## src/rtl/uart_mmio_responder_if.sv

```systemverilog
// CPU-side memory bus seen by the UART responder: native read strobe / byte write mask.
interface uart_mmio_responder_if;
    logic        sel;
    logic [31:0] mem_addr;
    logic        mem_rstrb;
    logic [31:0] mem_wdata;
    logic [3:0]  mem_wmask;
    logic [31:0] mem_rdata;

    modport master (output sel, mem_addr, mem_rstrb, mem_wdata, mem_wmask, input mem_rdata);
    modport slave  (input sel, mem_addr, mem_rstrb, mem_wdata, mem_wmask, output mem_rdata);
endinterface

```

## src/rtl/uart_mmio_responder.sv

```systemverilog
// IO-page UART responder: TX/RX byte FIFOs behind TX_DATA / RX_DATA / STATUS words,
// with a small FSM draining the TX FIFO into the uart_tx serializer.
module uart_mmio_responder #(
    parameter int DEPTH_LOG2 = 3
) (
    input  logic                  clk,
    input  logic                  reset,
    uart_mmio_responder_if.slave  bus,
    output logic                  tx_dv,
    output logic [7:0]            tx_byte,
    input  logic                  tx_active,
    input  logic                  rx_dv,
    input  logic [7:0]            rx_byte
);
    localparam int DEPTH = 1 << DEPTH_LOG2;
    localparam logic [DEPTH_LOG2:0] FULL = (DEPTH_LOG2+1)'(DEPTH);

    typedef enum logic [1:0] {IDLE, START, WAIT_BUSY, WAIT_DONE} state_t;

    state_t                state;
    logic [1:0]            tmr;
    logic [7:0]            rx_mem [DEPTH];
    logic [7:0]            tx_mem [DEPTH];
    logic [DEPTH_LOG2-1:0] rx_wp, rx_rp, tx_wp, tx_rp;
    logic [DEPTH_LOG2:0]   rx_cnt, tx_cnt;
    logic                  rx_overrun, tx_drop;
    logic                  rd, wr, off_tx, off_rx, off_st, st_rd;
    logic                  rx_pop, rx_push, rx_ovf, tx_pop, tx_push, tx_ovf;
    logic [31:0]           status;
    logic                  unused_bits;

    assign unused_bits = ^{bus.mem_addr[31:6], bus.mem_addr[1:0], bus.mem_wdata[31:8]};

    assign rd     = bus.sel & bus.mem_rstrb;
    assign wr     = bus.sel & (|bus.mem_wmask);
    assign off_tx = bus.mem_addr[5:2] == 4'b0010;
    assign off_rx = bus.mem_addr[5:2] == 4'b0100;
    assign off_st = bus.mem_addr[5:2] == 4'b1000;
    assign st_rd  = rd & off_st;

    // A pop in the same cycle frees the slot, so a push into a full FIFO still lands.
    assign rx_pop  = rd & off_rx & (rx_cnt != '0);
    assign rx_push = rx_dv & ((rx_cnt != FULL) | rx_pop);
    assign rx_ovf  = rx_dv & ~rx_push;
    assign tx_pop  = (state == IDLE) & ~tx_active & (tx_cnt != '0);
    assign tx_push = wr & off_tx & ((tx_cnt != FULL) | tx_pop);
    assign tx_ovf  = wr & off_tx & ~tx_push;

    always_comb begin
        status        = '0;
        status[0]     = tx_cnt != FULL;
        status[1]     = rx_cnt != '0;
        status[2]     = rx_overrun;
        status[3]     = tx_drop;
        status[4]     = (state == IDLE) & (tx_cnt == '0);
        status[15:8]  = 8'(rx_cnt);
        status[23:16] = 8'(tx_cnt);
    end

    always_ff @(posedge clk) begin
        if (rx_push) rx_mem[rx_wp] <= rx_byte;
        if (tx_push) tx_mem[tx_wp] <= bus.mem_wdata[7:0];
    end

    always_ff @(posedge clk) begin
        if (reset) begin
            rx_wp      <= '0;
            rx_rp      <= '0;
            rx_cnt     <= '0;
            tx_wp      <= '0;
            tx_rp      <= '0;
            tx_cnt     <= '0;
            rx_overrun <= 1'b0;
            tx_drop    <= 1'b0;
            bus.mem_rdata <= '0;
        end else begin
            if (rx_push) rx_wp <= rx_wp + 1'b1;
            if (rx_pop)  rx_rp <= rx_rp + 1'b1;
            if (rx_push & ~rx_pop)      rx_cnt <= rx_cnt + 1'b1;
            else if (rx_pop & ~rx_push) rx_cnt <= rx_cnt - 1'b1;
            if (tx_push) tx_wp <= tx_wp + 1'b1;
            if (tx_pop)  tx_rp <= tx_rp + 1'b1;
            if (tx_push & ~tx_pop)      tx_cnt <= tx_cnt + 1'b1;
            else if (tx_pop & ~tx_push) tx_cnt <= tx_cnt - 1'b1;
            // A flag event coinciding with the clearing STATUS read keeps the flag set.
            rx_overrun <= rx_ovf | (rx_overrun & ~st_rd);
            tx_drop    <= tx_ovf | (tx_drop & ~st_rd);
            if (rd) begin
                if (rx_pop)      bus.mem_rdata <= {24'b0, rx_mem[rx_rp]};
                else if (off_st) bus.mem_rdata <= status;
                else             bus.mem_rdata <= '0;
            end
        end
    end

    always_ff @(posedge clk) begin
        if (reset) begin
            state   <= IDLE;
            tmr     <= '0;
            tx_dv   <= 1'b0;
            tx_byte <= '0;
        end else begin
            tx_dv <= 1'b0;
            case (state)
                IDLE: if (tx_pop) begin
                    tx_byte <= tx_mem[tx_rp];
                    tx_dv   <= 1'b1;
                    state   <= START;
                end
                START: begin
                    tmr   <= '0;
                    state <= WAIT_BUSY;
                end
                // Bounded wait so a busy flag that never rises cannot stall the engine.
                WAIT_BUSY: begin
                    if (tx_active)         state <= WAIT_DONE;
                    else if (tmr == 2'd3)  state <= IDLE;
                    else                   tmr   <= tmr + 1'b1;
                end
                WAIT_DONE: if (!tx_active) state <= IDLE;
                default: state <= IDLE;
            endcase
        end
    end
endmodule

```

## src/flat_wrapper.sv

```systemverilog
// flat-port wrapper written by rule: the top's interface ports become plain ports
module uart_mmio_responder_flat 
#(
    parameter int DEPTH_LOG2 = 3
)
  (clk, reset, tx_dv, tx_byte, tx_active, rx_dv, rx_byte, bus_sel, bus_mem_addr, bus_mem_rstrb, bus_mem_wdata, bus_mem_wmask, bus_mem_rdata);
  uart_mmio_responder_if bus_i ();
  input  logic clk;
  input  logic reset;
  output logic tx_dv;
  output logic [7:0] tx_byte;
  input  logic tx_active;
  input  logic rx_dv;
  input  logic [7:0] rx_byte;
  input wire logic [$bits(bus_i.sel)-1:0] bus_sel;
  input wire logic [$bits(bus_i.mem_addr)-1:0] bus_mem_addr;
  input wire logic [$bits(bus_i.mem_rstrb)-1:0] bus_mem_rstrb;
  input wire logic [$bits(bus_i.mem_wdata)-1:0] bus_mem_wdata;
  input wire logic [$bits(bus_i.mem_wmask)-1:0] bus_mem_wmask;
  output wire logic [$bits(bus_i.mem_rdata)-1:0] bus_mem_rdata;
  assign bus_i.sel = bus_sel;
  assign bus_i.mem_addr = bus_mem_addr;
  assign bus_i.mem_rstrb = bus_mem_rstrb;
  assign bus_i.mem_wdata = bus_mem_wdata;
  assign bus_i.mem_wmask = bus_mem_wmask;
  assign bus_mem_rdata = bus_i.mem_rdata;
  uart_mmio_responder #(.DEPTH_LOG2(DEPTH_LOG2)) u_core (.clk(clk), .reset(reset), .bus(bus_i), .tx_dv(tx_dv), .tx_byte(tx_byte), .tx_active(tx_active), .rx_dv(rx_dv), .rx_byte(rx_byte));
endmodule
```

## config.mk

```make
export PLATFORM = sky130hd
export DESIGN_NAME = uart_mmio_responder_flat
export DESIGN_NICKNAME = d
export VERILOG_FILES = /design/src/rtl/uart_mmio_responder_if.sv /design/src/rtl/uart_mmio_responder.sv /design/src/flat_wrapper.sv
export SDC_FILE = /design/constraint.sdc
export NUM_CORES = 1
export LEC_CHECK = 0
export CORE_ASPECT_RATIO = 0.75
export CORE_MARGIN = 3
export CORE_UTILIZATION = 35
export DETAILED_ROUTE_END_ITERATION = 8
export PLACE_DENSITY = 0.57
export SETUP_SLACK_MARGIN = 0.15
export SKIP_CTS_REPAIR_TIMING = 1
export SLEW_MARGIN = 0
export SYNTH_ARGS = -nofsm -noshare
export SYNTH_HDL_FRONTEND = slang
export SYNTH_SLANG_ARGS = --single-unit
export TNS_END_PERCENT = 5
```

## constraint.sdc

```tcl
create_clock -name clk -period 7.4 [get_ports clk]
set_input_delay 1.48 -clock clk [delete_from_list [all_inputs] [get_ports clk]]
set_output_delay 1.48 -clock clk [all_outputs]
set_load 0.02 [all_outputs]
```

Word-level counts from Yosys, hierarchy flattened:

Memories as Yosys holds them, arrays and structs flattened. A register that Yosys moved wholly into a read port is not among the register bits.
Index checks and enable logic that the tools add are counted.

* word-level logic and storage cells: 100
* input port bits: 82
* output and inout port bits: 41
* memory bits (writable): 128
* flip-flop bits (word level): 59
* memories: 2

Memory list
* u_core.rx_mem: depth 8, bits a word 8, rd ports 1, clocked after memory_dff 1, wr ports 1, RTL line uart_mmio_responder.sv:22 `logic [7:0] rx_mem [DEPTH];`
* u_core.tx_mem: depth 8, bits a word 8, rd ports 1, clocked after memory_dff 1, wr ports 1, RTL line uart_mmio_responder.sv:23 `logic [7:0] tx_mem [DEPTH];`

* bitwise operators: 30
* $add $sub $neg: 9
* reductions and logical operators: 12
* mux-type cells: 21
* equal/unequal tests: 14

Operator list (number)
* $mux 32: 1
* $mux 20: 1
* $and 1x1->1: 19
* $mux 4: 4
* $add 3x1->3 const B: 4
* $mux 2: 6
* $add 4x1->4 const B: 2
* $ne 4x4->1 const B: 2
* $pmux 2 s4: 1
* $reduce_bool 4->1: 2
* $sub 4x1->4 const B: 2
* $not 1->1: 7
* $eq 2x2->1 const B: 3
* $mux 3: 2
* $ne 2x2->1 const B: 3
* $reduce_and 3->1: 2
* $reduce_bool 2->1: 3
* $mux 1: 5
* $eq 4x2->1 const B: 1
* $eq 4x3->1 const B: 1
* $eq 4x4->1 const B: 1
* $logic_not 4->1: 1
* $or 1x1->1: 4
* $pmux 2 s2: 1
* other kinds (8): 8

Depth between registers and ports, before layout:

Gate-level depths: netlist (run 1).

* word-level depth: 9
* depth in mapped cells: 12
* depth with buffers taken out: 11

Least setup slack after synthesis (run 1):

No wires, ideal clock.

* path type: input-to-reg
* from: input port bus_mem_addr[3]
* to: register u_core.rx_cnt[3]
* data required time: 7.279 ns
* stages on the path: 10
* data arrival time: 3.690 ns
* buffers on the path: 1
* setup slack: 3.589 ns
* cell sequence: or2_1 > or4_4 > buf_6 > ha_1 > inv_1 > ha_1 > a21oi_1 > a211oi_1 > a31oi_1 > mux2_2

* longest elaborated chain between the ends: 8

RTL lines
* from (decl): RTL line flat_wrapper.sv:16 `input wire logic [$bits(bus_i.mem_addr)-1:0] bus_mem_addr;`
* $eq 4x3->1 (*): RTL line uart_mmio_responder.sv:37 `assign off_rx = bus.mem_addr[5:2] == 4'b0100;`
* $and 1x1->1 (*) (2 in a row): RTL line uart_mmio_responder.sv:42 `assign rx_pop = rd & off_rx & (rx_cnt != '0);`
* $or 1x1->1: RTL line uart_mmio_responder.sv:43 `assign rx_push = rx_dv & ((rx_cnt != FULL) | rx_pop);`
* $and 1x1->1: RTL line uart_mmio_responder.sv:43
* $not 1->1: RTL line uart_mmio_responder.sv:80 `else if (rx_pop & ~rx_push) rx_cnt <= rx_cnt - 1'b1;`
* $and 1x1->1: RTL line uart_mmio_responder.sv:80
* $reduce_bool 2->1 (no line)
* to (signal assigned): RTL line uart_mmio_responder.sv:79 `if (rx_push & ~rx_pop) rx_cnt <= rx_cnt + 1'b1;`
* to (signal assigned): RTL line uart_mmio_responder.sv:80
* to (decl): RTL line uart_mmio_responder.sv:25 `logic [DEPTH_LOG2:0] rx_cnt, tx_cnt;`

Every way passes the cells marked *; elsewhere a longest branch is shown, timed or not.
A chain may end at the register's enable or synchronous reset.

Worst setup path after layout (run 1):

* from: input port bus_sel
* to: register u_core.rx_cnt[3]

* longest elaborated chain between the ends: 8

RTL lines
* from (decl): RTL line flat_wrapper.sv:15 `input wire logic [$bits(bus_i.sel)-1:0] bus_sel;`
* $and 1x1->1 (*): RTL line uart_mmio_responder.sv:34 `assign rd = bus.sel & bus.mem_rstrb;`
* $and 1x1->1 (*) (2 in a row): RTL line uart_mmio_responder.sv:42
* $or 1x1->1: RTL line uart_mmio_responder.sv:43
* $and 1x1->1: RTL line uart_mmio_responder.sv:43
* $not 1->1: RTL line uart_mmio_responder.sv:80
* $and 1x1->1: RTL line uart_mmio_responder.sv:80
* $reduce_bool 2->1 (no line)

Marked as above.

==> results.tsv, run 1 <==
metric	value	unit
Max Freq	218	MHz
Combinational Power Share	18.4	%
Final ANT Viol Nets	0	
status	finished, final reports clean	
global-route wire length before repair	23600	microns
met2 GRT Util	20.9	%
Top FF cell, synth	edfxtp_1	
share of flip-flops with an asynchronous set or reset	0	%
CTS Root Buffer Type	clkbuf_16	
fraction of layout cells with a size suffix above 1	14.6	%
initial core utilization	36.1	%
P_leak	2.84	nW
number of distinct library cells after synthesis	52	
met1 Use GR	18.9	%
NetSw	0.000744	W
DRC viols	0	
Syn Area/Cell	14.6	sq um
Required @ worst endpoint	7720	ps
grt total ovfl	0	
final setup vio count	0	
Slew HR	31.2	%
CTS tree	done	
Net Sw Frac	28.5	%
clock slew at reported path FFs	70	ps
DP Cell Count	824	
yosys warns	0	
chip height	132	microns
pin slew with the least headroom to its limit	1030	ps
max cap viols	0	
Via density	4.88	
Synth area leaders	edfxtp_1, dfxtp_1, mux4_2	
period utilization	61.9	%
Final Slew Violations	0	
die width	174	microns
Total GRT Usage	13.7	%
# rows	45	
non-filler instance count after layout	856	
Inserted Clock Buffers	17	
most frequent cells in the layout	edfxtp_1, dfxtp_1, clkdlybuf4s50_1	
critical path class	primary input to flop	
setup ws final	2820	ps
antenna diode count	0	
worst vdd ir	131	uV
Cells after Synth	505	
Ports	123	
cell area after layout	0.00876	sq mm
Skew-Pair Late Insertion Delay	440	ps
Clock Path Buffers	2	
largest net degree at the start of global routing	58	
Seq/Total Area, Yosys	66.8	%
Clock Power Share	34.8	%
1st-iter DRT viols	243	
vias	4181	
Num Clock Sinks	182	
Place WS	2410	ps
commonest non-fill, non-tap cell in the layout	edfxtp_1	
startpoint types	primary input	
Hold Crit Class	flop to flop	
Core ar.	0.0204	sq mm
cell area after placement	0.00816	sq mm
Layout area overhead	18.9	%
Crit. End Element	flop	
Seq cells post-synth	182	
Die ar.	0.0228	sq mm
area share of the largest cell type after synthesis	52.2	%
CP arrival	4900	ps
# fillers	1791	
Sum Neg Setup Slack	0	ps
critical path peak fanout	20	
Power per Cell Area	298	mW/mm^2
GRT busiest layer	met2	
RSZ-0062 raised after global routing	false	
Tot Pwr	0.00261	W
first-pass detailed-route iteration total	5	
Buffers on Ports	54	
WL/cell	17.8	microns
Hold Fails Final Rpt	0	
H-tree Lvls	4	
initial antenna violation count	0	
DP Wirelength	9940	microns
clock skew	14.0	ps
number of global-route vias before repair	4144	
Post-synth EDFFs	128	
nets	656	
P_int	0.00187	W
largest area contributor in the netlist	edfxtp_1	
Netlist Area Pre-Place	0.00737	sq mm
Reg power frac	46.8	%
M3 GR Usage	3.96	%
post-layout min period	4580	ps
GPL Wtd Cong	0.798	
final wirelength	15200	microns
==> final timing paths <==
path                                                             from                                    end  slack [ps]  cells past startpoint
worst min-delay path            u_core.bus.mem_rdata[17]$_SDFFE_PP0P_  u_core.bus.mem_rdata[17]$_SDFFE_PP0P_         450                      2
worst max register to register           u_core.state[1]$_SDFFE_PP0P_          u_core.tx_cnt[3]$_SDFFE_PP0P_        4200                     10
worst max-delay path                                          bus_sel          u_core.rx_cnt[3]$_SDFFE_PP0P_        2820                     10
worst min register to register  u_core.bus.mem_rdata[17]$_SDFFE_PP0P_  u_core.bus.mem_rdata[17]$_SDFFE_PP0P_         450                      2
==> kinds of logic after synthesis <==
logic type      synth area share (%)
flops                           66.8
simple gates                    9.95
compound gates                  5.35
buf+inv                         3.65
mux                             10.9
fa+ha+maj                       2.41
xor+xnor                       0.832
other cells                   0.0509
==> routing by layer <==
layer | part of all wire (%) | routed length, microns
met3 | 4.9 | 739
met2 | 46 | 7060
met5 | 0 | 0
met1 | 48 | 7280
met4 | 0.82 | 125
==> metrics by stage <==
step,hold WS [ps],utilization [%]
floorplan,453,-
global placement,444,39.9
detailed placement,448,39.9
CTS,458,42.9
global route,474,42.9
finish,454,42.9
==> Yosys cell counts (all sizes together) (2+ instances only) <==
cell type / n
dfxtp: 54
nor2b: 3
nor4: 3
and2: 3
edfxtp: 128
or3: 2
inv: 9
xnor2: 4
a211oi: 3
mux2i: 5
nand2b: 15
mux4: 32
mux2: 3
a31oi: 3
buf: 29
ha: 11
o22ai: 8
fa: 2
nor2: 46
a22oi: 4
nand2: 29
a21oi: 27
or2: 2
nor3: 19
a21o: 7
clkbuf: 11
nand3: 18
o21ai: 5
xor2: 3
or4: 4
==> power by group through the flow <==
| stage | combinational [W] | sequential, W | clock [W] |
|---|---|---|---|
| 2_1_floorplan | 0.000327 | 0.00125 | 0 |
| 3_3_place_gp | 0.000474 | 0.00124 | 0 |
| 3_5_place_dp | 0.000486 | 0.00124 | 0 |
| 4_1_cts | 0.000487 | 0.00122 | 0.000930 |
| 5_1_grt | 0.000528 | 0.00123 | 0.000975 |
| 6_report | 0.000480 | 0.00122 | 0.000909 |
==> registers in the layout (all words and copies together), names as in the netlist, named ones only <==
| signal | count |
|---|---|
| u_core.rx_mem | 64 |
| u_core.tx_mem | 64 |
| u_core.bus.mem_rdata | 16 |
| u_core.tx_byte | 8 |
| u_core.rx_cnt | 4 |
| u_core.tx_cnt | 4 |
| u_core.rx_rp | 3 |
| u_core.rx_wp | 3 |
| u_core.tx_rp | 3 |
| u_core.tx_wp | 3 |
| u_core.state | 2 |
| u_core.tmr | 2 |
| u_core.rx_overrun | 1 |
| u_core.tx_drop | 1 |
| u_core.tx_dv | 1 |
==> area by class of cell <==
cell class	instances	area (sq um)	area share, %
Sequential cell	182	4920	56.2
Multi-Input combinational cell	289	2250	25.7
Timing Repair Buffer	62	596	6.80
Clock buffer	17	425	4.86
Tap cell	282	353	4.03
Clock inverter	15	176	2.01
Inverter	9	33.8	0.386
==> worst max-delay path, cell delays in order <==
cell and delay [ps]:
clkdlybuf4s50_1 500, nand2_1 530, or4_4 870, ha_1 270, inv_1 130, ha_1 290, a21oi_1 210, a211oi_1 110
a31oi_1 170, mux2_2 350
(Power assumes the default switching activity.)
==> inputs of run 2 (changes only) <==
Clock period 7.4 ns to 4.5 ns, I/O delays scaled along.
==> run 2 against run 1 <==
Critical path depth stayed put. Register-to-register slack worse by 2800 ps. Die area did not move. Largest cell class unchanged. Highest routed layer unchanged.
==> results.tsv, run 2 (same netlist as run 1, synthesis figures left out) <==
metric	value	unit
status	finished, final reports clean	
Final ANT Viol Nets	0	
Via density	4.91	
Skew-Pair Late Insertion Delay	420	ps
Num Clock Sinks	182	
CTS tree	done	
Multi-input gate area	0.00224	sq mm
DP Cell Count	843	
most frequent cells in the layout	edfxtp_1, dfxtp_1, clkdlybuf4s50_1	
period utilization	78.3	%
first-pass detailed-route iteration total	5	
1st-iter DRT viols	240	
crit path cell chain	clkdlybuf4s50_1, or2_1, or4_4, ha_1, inv_1, ha_1, a21oi_1, a211oi_1, a31oi_1, mux2_2	
Register Area	0.00492	sq mm
largest net degree at the start of global routing	33	
Power per Cell Area	482	mW/mm^2
Max Freq	284	MHz
worst vdd ir	215	uV
chip height	132	microns
die width	174	microns
Crit. End Element	flop	
Core ar.	0.0204	sq mm
# fillers	1816	
final setup vio count	0	
Buffers on Ports	54	
most frequent CP cell	ha_1	
Slew HR	33.5	%
final wirelength	15300	microns
Layout area overhead	20.3	%
CP arrival	3840	ps
hold slack	456	ps
CTS Root Buffer Type	clkbuf_16	
Total GRT Usage	13.6	%
post-layout min period	3520	ps
Hold Crit Class	flop to flop	
Required @ worst endpoint	4810	ps
startpoint types	primary input	
antenna diode count	0	
vias	4298	
grt total ovfl	0	
# rows	45	
H-tree Lvls	4	
largest registers	u_core.rx_mem x64, u_core.tx_mem x64, u_core.bus.mem_rdata x16	
RSZ-0062 raised after global routing	false	
initial antenna violation count	0	
crit-path max cell delay	630	ps
Sum Neg Setup Slack	0	ps
WL/cell	17.4	microns
buffers and inverters on the worst path	2	
critical path class	primary input to flop	
global-route wire length before repair	23800	microns
clock slew at reported path FFs	70	ps
P_leak	2.91	nW
Die ar.	0.0228	sq mm
initial core utilization	36.1	%
DRC viols	0	
Ports	123	
non-filler instance count after layout	875	
Inserted Clock Buffers	17	
Clock Path Buffers	2	
slowest CP cell	or4_4	
fraction of layout cells with a size suffix above 1	16.4	%
critical path peak fanout	13	
GPL Wtd Cong	0.758	
nets	675	
pin slew with the least headroom to its limit	995	ps
Finished Core Util	43.4	%
delay-heaviest family, CP	simple AND/OR/NAND/NOR gates	
max cap viols	0	
commonest non-fill, non-tap cell in the layout	edfxtp_1	
clock skew	7.09	ps
Hold Fails Final Rpt	0	
number of global-route vias before repair	4293	
Final Slew Violations	0	
DP Wirelength	10300	microns
[run 2: through the flow]
step           power, W  cell area, sq um  worst slack (ps)
4_1_cts         0.00432              8870               998
2_1_floorplan   0.00259              7420              1270
6_report        0.00427              8870               976
3_5_place_dp    0.00286              8290               560
3_3_place_gp    0.00284              8290               620
5_1_grt         0.00448              8870               865
[run 2: worst paths after layout]
check,cells past startpoint,start,slack [ps],endpoint
setup / recovery,10,bus_mem_addr[3],980,u_core.rx_cnt[3]$_SDFFE_PP0P_
hold / removal,2,u_core.bus.mem_rdata[6]$_SDFFE_PP0P_,460,u_core.bus.mem_rdata[6]$_SDFFE_PP0P_
setup reg to reg,11,u_core.tx_cnt[0]$_SDFFE_PP0P_,1440,u_core.tx_cnt[3]$_SDFFE_PP0P_
hold reg to reg,2,u_core.bus.mem_rdata[6]$_SDFFE_PP0P_,460,u_core.bus.mem_rdata[6]$_SDFFE_PP0P_
[run 2: where the power goes]
group | total (W) | switching, W | internal [W] | leakage (nW)
Clock | 0.00146 | 0.000631 | 0.000825 | 0.275
Sequential | 0.00201 | 0.000103 | 0.00191 | 1.59
Combinational | 0.000809 | 0.000427 | 0.000381 | 1.04
Total | 0.00427 | 0.00116 | 0.00311 | 2.91
[run 2: cell type report]
cell class	count	area share (%)
sequential	182	55.5
multi-input combinational	289	25.2
timing repair buffer	81	8.33
clock buffer	18	4.84
tap	282	3.98
clock inverter	14	1.69
inverter	9	0.381
[run 2: worst register-to-register path, stage by stage, from the launching register on]
cell      delay [ps]
dfxtp_1          380
or4b_1           610
or2_1            340
nand2_2          140
inv_2             70
ha_1             210
inv_1            130
ha_1             290
a21oi_1          190
a211oi_1         100
a31oi_1          160
mux2_2           340
[run 2: metal layers]
metal	GRT usage [%]	wire length (microns)	up-vias
met2	21.7	7190	83
li1	-	-	2026
met1	18.4	7260	2173
met5	0	0	-
met3	3.21	631	16
met4	4.46	181	0
